--- src/rtl/bcd_to_binary.sv ---
// Sequential packed-BCD to binary converter (reverse double-dabble, one shift per clock).
// Optional invalid-digit checking is built when BCD_TO_BINARY_CHECK_EN is defined.
//
// state | meaning
// IDLE  | waiting for i_Start; operand loaded on the accepting edge
// SHIFT | one right shift plus per-nibble correction each cycle
// DONE  | result transferred to o_Binary, o_Done pulsed on the exit edge
module bcd_to_binary #(
  parameter int DIGITS    = 2,
  parameter int BIN_WIDTH = 7
) (
  input  logic                  i_Clk,
  input  logic                  i_Rst,
  input  logic                  i_Start,
  input  logic [4*DIGITS-1:0]   i_BCD,
  output logic [BIN_WIDTH-1:0]  o_Binary,
  output logic                  o_Done,
  output logic                  o_Busy,
  output logic                  o_Error
);

  localparam int BCD_W   = 4 * DIGITS;
  localparam int COUNT_W = (BIN_WIDTH > 1) ? $clog2(BIN_WIDTH) : 1;
  localparam logic [COUNT_W-1:0] LAST_SHIFT = COUNT_W'(BIN_WIDTH - 1);

  typedef enum logic [1:0] {IDLE, SHIFT, DONE} state_t;

  state_t               state, state_next;
  logic [BCD_W-1:0]     r_bcd, bcd_shift, bcd_next;
  logic [BIN_WIDTH-1:0] r_bin, bin_next;
  logic [COUNT_W-1:0]   r_count;
  logic [3:0]           nib;

  always_ff @(posedge i_Clk) begin
    if (i_Rst) state <= IDLE;
    else       state <= state_next;
  end

  always_comb begin
    state_next = state;
    o_Busy     = 1'b0;
    case (state)
      IDLE:  if (i_Start) state_next = SHIFT;
      SHIFT: begin
        o_Busy = 1'b1;
        if (r_count == LAST_SHIFT) state_next = DONE;
      end
      DONE: begin
        o_Busy     = 1'b1;
        state_next = IDLE;
      end
      default: state_next = IDLE;
    endcase
  end

  // Shift the combined {bcd, bin} register right, then pull each nibble >= 8 back by 3.
  always_comb begin
    nib       = '0;
    bcd_next  = '0;
    bcd_shift = r_bcd >> 1;
    bin_next  = {r_bcd[0], r_bin[BIN_WIDTH-1:1]};
    for (int d = 0; d < DIGITS; d++) begin
      nib = bcd_shift[4*d +: 4];
      if (nib >= 4'd8) nib = nib - 4'd3;
      bcd_next[4*d +: 4] = nib;
    end
  end

`ifdef BCD_TO_BINARY_CHECK_EN
  logic r_invalid, bcd_bad;

  always_comb begin
    bcd_bad = 1'b0;
    for (int d = 0; d < DIGITS; d++)
      if (i_BCD[4*d +: 4] > 4'd9) bcd_bad = 1'b1;
  end

  always_ff @(posedge i_Clk) begin
    if (i_Rst) begin
      r_invalid <= 1'b0;
      o_Error   <= 1'b0;
    end else if (state == IDLE && i_Start) begin
      r_invalid <= bcd_bad;
      o_Error   <= 1'b0;
    end else if (state == DONE) begin
      o_Error   <= r_invalid;
    end
  end
`else
  assign o_Error = 1'b0;
`endif

  always_ff @(posedge i_Clk) begin
    if (i_Rst) begin
      r_bcd    <= '0;
      r_bin    <= '0;
      r_count  <= '0;
      o_Binary <= '0;
      o_Done   <= 1'b0;
    end else begin
      o_Done <= 1'b0;
      case (state)
        IDLE: if (i_Start) begin
          r_bcd   <= i_BCD;
          r_bin   <= '0;
          r_count <= '0;
        end
        SHIFT: begin
          r_bcd   <= bcd_next;
          r_bin   <= bin_next;
          r_count <= r_count + COUNT_W'(1);
        end
        DONE: begin
`ifdef BCD_TO_BINARY_CHECK_EN
          o_Binary <= r_invalid ? '0 : r_bin;
`else
          o_Binary <= r_bin;
`endif
          o_Done   <= 1'b1;
        end
        default: ;
      endcase
    end
  end

endmodule

--- config.mk ---
export PLATFORM = sky130hd
export DESIGN_NAME = bcd_to_binary
export DESIGN_NICKNAME = d
export VERILOG_FILES = /design/src/rtl/bcd_to_binary.sv
export SDC_FILE = /design/constraint.sdc
export NUM_CORES = 1
export LEC_CHECK = 0
export BUFFER_PORTS_ARGS = -buffer_cell sky130_fd_sc_hd__buf_2
export CORE_MARGIN = 1
export CORE_UTILIZATION = 54
export CTS_CLUSTER_DIAMETER = 120
export DETAILED_ROUTE_END_ITERATION = 8
export PLACE_DENSITY = 0.74
export SYNTH_ARGS = -nofsm -noshare
export SYNTH_HDL_FRONTEND = slang
export SYNTH_SLANG_ARGS = --single-unit
--- constraint.sdc ---
create_clock -name i_Clk -period 2 [get_ports i_Clk]
set_clock_uncertainty 0.2 [all_clocks]
set_input_delay 0.2 -clock i_Clk [delete_from_list [all_inputs] [get_ports i_Clk]]
set_output_delay 0.2 -clock i_Clk [all_outputs]
set_load 0.01 [all_outputs]
# After elaboration in Yosys (flattened, before gate mapping)

Cells that the tools add are included.

Flip-flop bits (word level): 28
Input bits: 11
Output and inout bits: 10
Logic and storage cells: 34

$add $sub $neg: 3
Magnitude comparators: 2
Equal/unequal tests: 5
Muxes and demuxes: 13
Reduce and logical (&&, ||, !) cells: 5

Operators by type and width:

| cell                                                              | count |
|---|---|
| one-hot mux 8 bit (2 select lines)                                | 1 |
| one-hot mux 7 bit (2 select lines)                                | 1 |
| 2-to-1 mux 4 bit                                                  | 2 |
| 2-to-1 mux 8 bit                                                  | 1 |
| 2-to-1 mux 7 bit                                                  | 1 |
| one-hot mux 3 bit (2 select lines)                                | 1 |
| greater-or-equal comparator 3 x 4 -> 1 bit, second input constant | 1 |
| greater-or-equal comparator 4 bit, second input constant          | 1 |
| 2-to-1 mux 2 bit                                                  | 2 |
| != test 2 bit, second input constant                              | 2 |
| one-hot mux 2 bit (2 select lines)                                | 1 |
| AND reduction 2 bit                                               | 2 |
| subtractor 3 x 2 -> 4 bit, second input constant                  | 1 |
| subtractor 4 x 2 -> 4 bit, second input constant                  | 1 |
| adder 3 x 1 -> 3 bit, second input constant                       | 1 |
| == test 3 bit, second input constant                              | 1 |
| 2-to-1 mux 3 bit                                                  | 1 |
| == test 2 x 1 -> 1 bit, second input constant                     | 1 |
| == test 2 bit, second input constant                              | 1 |
| logical NOT 2 bit                                                 | 1 |
| 2-to-1 mux 1 bit                                                  | 2 |
| nonzero test 2 bit                                                | 1 |
| OR reduction 2 bit                                                | 1 |

# Longest topological paths before layout

Depth in word-level cells: 3
Depth in mapped cells: 7
Depth with buffers taken out: 5

# Least setup slack after synthesis

Ideal clock, no wire load.

Path kind: register -> register
From: reg state[0]
To: reg r_bcd[2]
Library setup time: 0.088 ns
Arrival time: 1.322 ns
Data required time: 1.712 ns
Slack: 0.390 ns
Cell stages (with the launch flop): 7
Buffers on the path: 1
Period minus slack after synthesis: 1.610 ns
Path through: dfxtp_1 inv_1 ha_1 buf_6 mux2i_2 or3_1 o32ai_2

Longest elaborated chain between the ends: 3
Elaborated cells on any way between the ends: 6
Those cells by class: eq/ne (2); mux (1); reduce/logical (3)

RTL lines:

| element                                                              | line | text |
|---|---|---|
| from (decl)                                                          | 28   | `state_t state, state_next;` |
| from (signal assigned)                                               | 36   | `else state <= state_next;` |
| == test 2 x 1 -> 1 bit / logical NOT 2 bit (equally long branches)   | 102  | `case (state)` |
| nonzero test 2 bit (no line) / != test 2 bit (equally long branches) | --   |  |
| AND reduction 2 bit (no line)                                        | --   |  |
| to (signal assigned)                                                 | 104  | `r_bcd <= i_BCD;` |
| to (signal assigned)                                                 | 109  | `r_bcd <= bcd_next;` |
| to (decl)                                                            | 29   | `logic [BCD_W-1:0] r_bcd, bcd_shift, bcd_next;` |

Several ways; a longest one is shown, not always the timed one.
A chain may end at the register's enable or synchronous reset.

# Worst setup path after layout

From: reg state[1]
To: reg r_bcd[3]

The elaborated chain is that of the path after synthesis.

==> results.yml <==
outcome:
  outcome: "finished clean"
cts:
  clkLatencyLatePin_ns: 0.33
  cts_buffer_depth: 2
  hold_buffers: 4
  root_buffer: "clkbuf_4"
  htree_levels: 1
  cts.clk_slew.worst_paths_ns: 0.15
  cts_sinks: 28
  post_cts_buffers: 0
  cts_tree: "built"
  postCtsResizedCells: 0
  numCtsBuffers: 3
power:
  powerDensity_nw_per_um2: 765
  leakagePower_nw: 0.629
  peakVddDrop_uv: 410
timing:
  whs_ns: 0.0180
  setup_viol_count_final: 0
  timing.fmax_mhz: 549
  max_slew_margin: 0.655
  rsz0062_at_grt: "false"
  period_minus_slack_ns: 1.82
  final-max-slew-violation-count: 0
  worst_slack_ns: 0.177
  tns_ns: 0
  worstMarginPinSlew_ns: 0.518
  period_share: 0.911
  hold_viol: 0
finish:
  final_layout_size_suffix_gt1_frac: 0.193
  fin_util: 0.662
  fin_nets: 180
  antenna-diode-count: 0
  fin_cells: 189
  syn_to_final_growth_pct: 13.3
die:
  die_w_um: 51.6
  die_h_um: 51.6
  ios: 21
  coreArea_sq_um: 2280
  fp.dieArea_sq_um: 2670
  start_util: 0.584
  row_count: 17
place:
  dp_slack_ns: 0.200
  place.detailed.instances: 181
  hpwlAfterDp_um: 1680
  io_buffers: 19
  gp_congestion: 0.792
global_routing:
  grtUsageTotal: 0.203
  first_global_vias: 899
  grt-ovfl-total: 0
  grt_antenna_before_repair: 0
  grt_max_degree: 30
  grt_pass1_wl_um: 3960
setup_path:
  worstPathArrival_ns: 1.87
  start_kind: "flip-flop"
  critPathRequiredTime_ns: 2.04
  endpoint_kind: "flip-flop"
  criticalPathCategory: "flip-flop to flip-flop"
  critical_path_peak_fanout: 9
synth:
  syn-instance-count: 141
  seq_area_frac_synth: 0.421
  syn-num-nets: 159
  syn-cell-area_sq_um: 1330
  avgSynthCellArea_sq_um: 9.43
  yosys_warnings: 0
  synthTopCellsByArea: "dfxtp_1, mux2i_1, ha_1, nor2_1, a32oi_1"
  synth_ff_type: "dfxtp_1"
  synth_edf_count: 0
  synth-seq-cells: 28
  synth.distinct_cells: 31
  synth_top_area_cell: "dfxtp_1"
  synth-async-reset-ratio: 0
  yosys.area.top_type_share: 0.421
worst_hold_path:
  hold_class: "input pin to flip-flop"
detailed_routing:
  drtPass1Iterations: 5
  ant_nets: 0
  post-route-drc-count: 0
  drt-total-wl_um: 2490
  via_count: 1049
  drt_iter0_markers: 26
  routedWlPerCell_um: 13.2
  vias_per_cell: 5.55
run:
  cap_viol_max_count: 0
## synthesized netlist by cell type (2+ instances only)
library cell / number
a211o_1: 2
a211oi_1: 4
a21oi_1: 7
a31oi_1: 2
a32oi_1: 8
buf_1: 2
buf_2: 4
buf_4: 2
buf_6: 3
dfxtp_1: 28
ha_1: 7
inv_1: 9
mux2i_1: 12
nand2_1: 7
nand2b_1: 4
nand3_1: 2
nor2_1: 21
nor2b_1: 4
## critical path: stages (launching register included)
cell and delay [ns]:
dfxtp_1 0.35, inv_1 0.10, ha_1 0.31, mux2i_2 0.29, buf_4 0.20, a21oi_1 0.05
o221a_2 0.24
## worst paths after layout
path,cells past startpoint,from,end,slack (ns)
max,6,state[1],r_bcd[3],0.18
min,3,i_Start,state[0],0.02
max reg2reg,6,state[1],r_bcd[3],0.18
min reg2reg,2,r_bcd[0],r_bcd[0],0.28
## flip-flops by register name, summed over array words and instances, names as in the netlist
register and count:
state 2, r_bin 7, r_bcd 8, o_Done 1, o_Binary 7, r_count 3
## logic make-up after synthesis
group | after synthesis | share of synthesized area
simple gates | 40 | 0.135
compound gates | 30 | 0.176
flops | 28 | 0.421
buf+inv | 20 | 0.0828
mux | 14 | 0.109
fa+ha+maj | 7 | 0.0658
other cells | 1 | 0.00282
xor+xnor | 1 | 0.00659
## cell type report
| type | count | area, sq um |
|---|---|---|
| clock buffer | 3 | 22.5 |
| tap | 28 | 35.0 |
| inverter | 9 | 33.8 |
| sequential | 28 | 561 |
| fill | 192 | 769 |
| clock inverter | 1 | 30.0 |
| multi-input combinational | 93 | 659 |
| timing repair buffer | 27 | 165 |
## per-layer routing
metal  share of wire  up-vias  GRT usage  routed length (um)
met5               0        -          0                   0
met4           0.013        0      0.104                  32
met3           0.030        4     0.0263                  75
met2            0.48       23      0.333                1200
met1            0.47      494      0.260                1180
li1                -      528          -                   -
## cells in the final DEF, fill, tap and decap left out, types with 2 or more instances in the layout
cell / n
nand2_1: 7
dlygate4sd3_1: 4
ha_1: 7
clkbuf_4: 3
dfxtp_1: 28
mux2i_1: 12
nand3_1: 2
buf_4: 4
nor2b_1: 4
buf_2: 19
inv_1: 9
a32oi_1: 8
a211o_1: 2
nand2b_1: 4
a31oi_1: 2
a211oi_1: 4
nor2_1: 21
a21oi_1: 7
## per-stage QoR
stage | instance area, sq um | power (mW)
3_5_place_dp | 1410 | 0.785
2_1_floorplan | 1330 | 0.753
3_3_place_gp | 1410 | 0.777
5_1_grt | 1510 | 1.21
4_1_cts | 1510 | 1.16
6_report | 1510 | 1.15
## where the power goes
group | internal, mW | switching (mW) | leakage [nW]
Sequential | 0.581 | 0.0209 | 0.228
Combinational | 0.0798 | 0.100 | 0.374
Clock | 0.203 | 0.168 | 0.0279
Total | 0.864 | 0.289 | 0.629
Note: power is estimated with default switching activity, not from simulation.
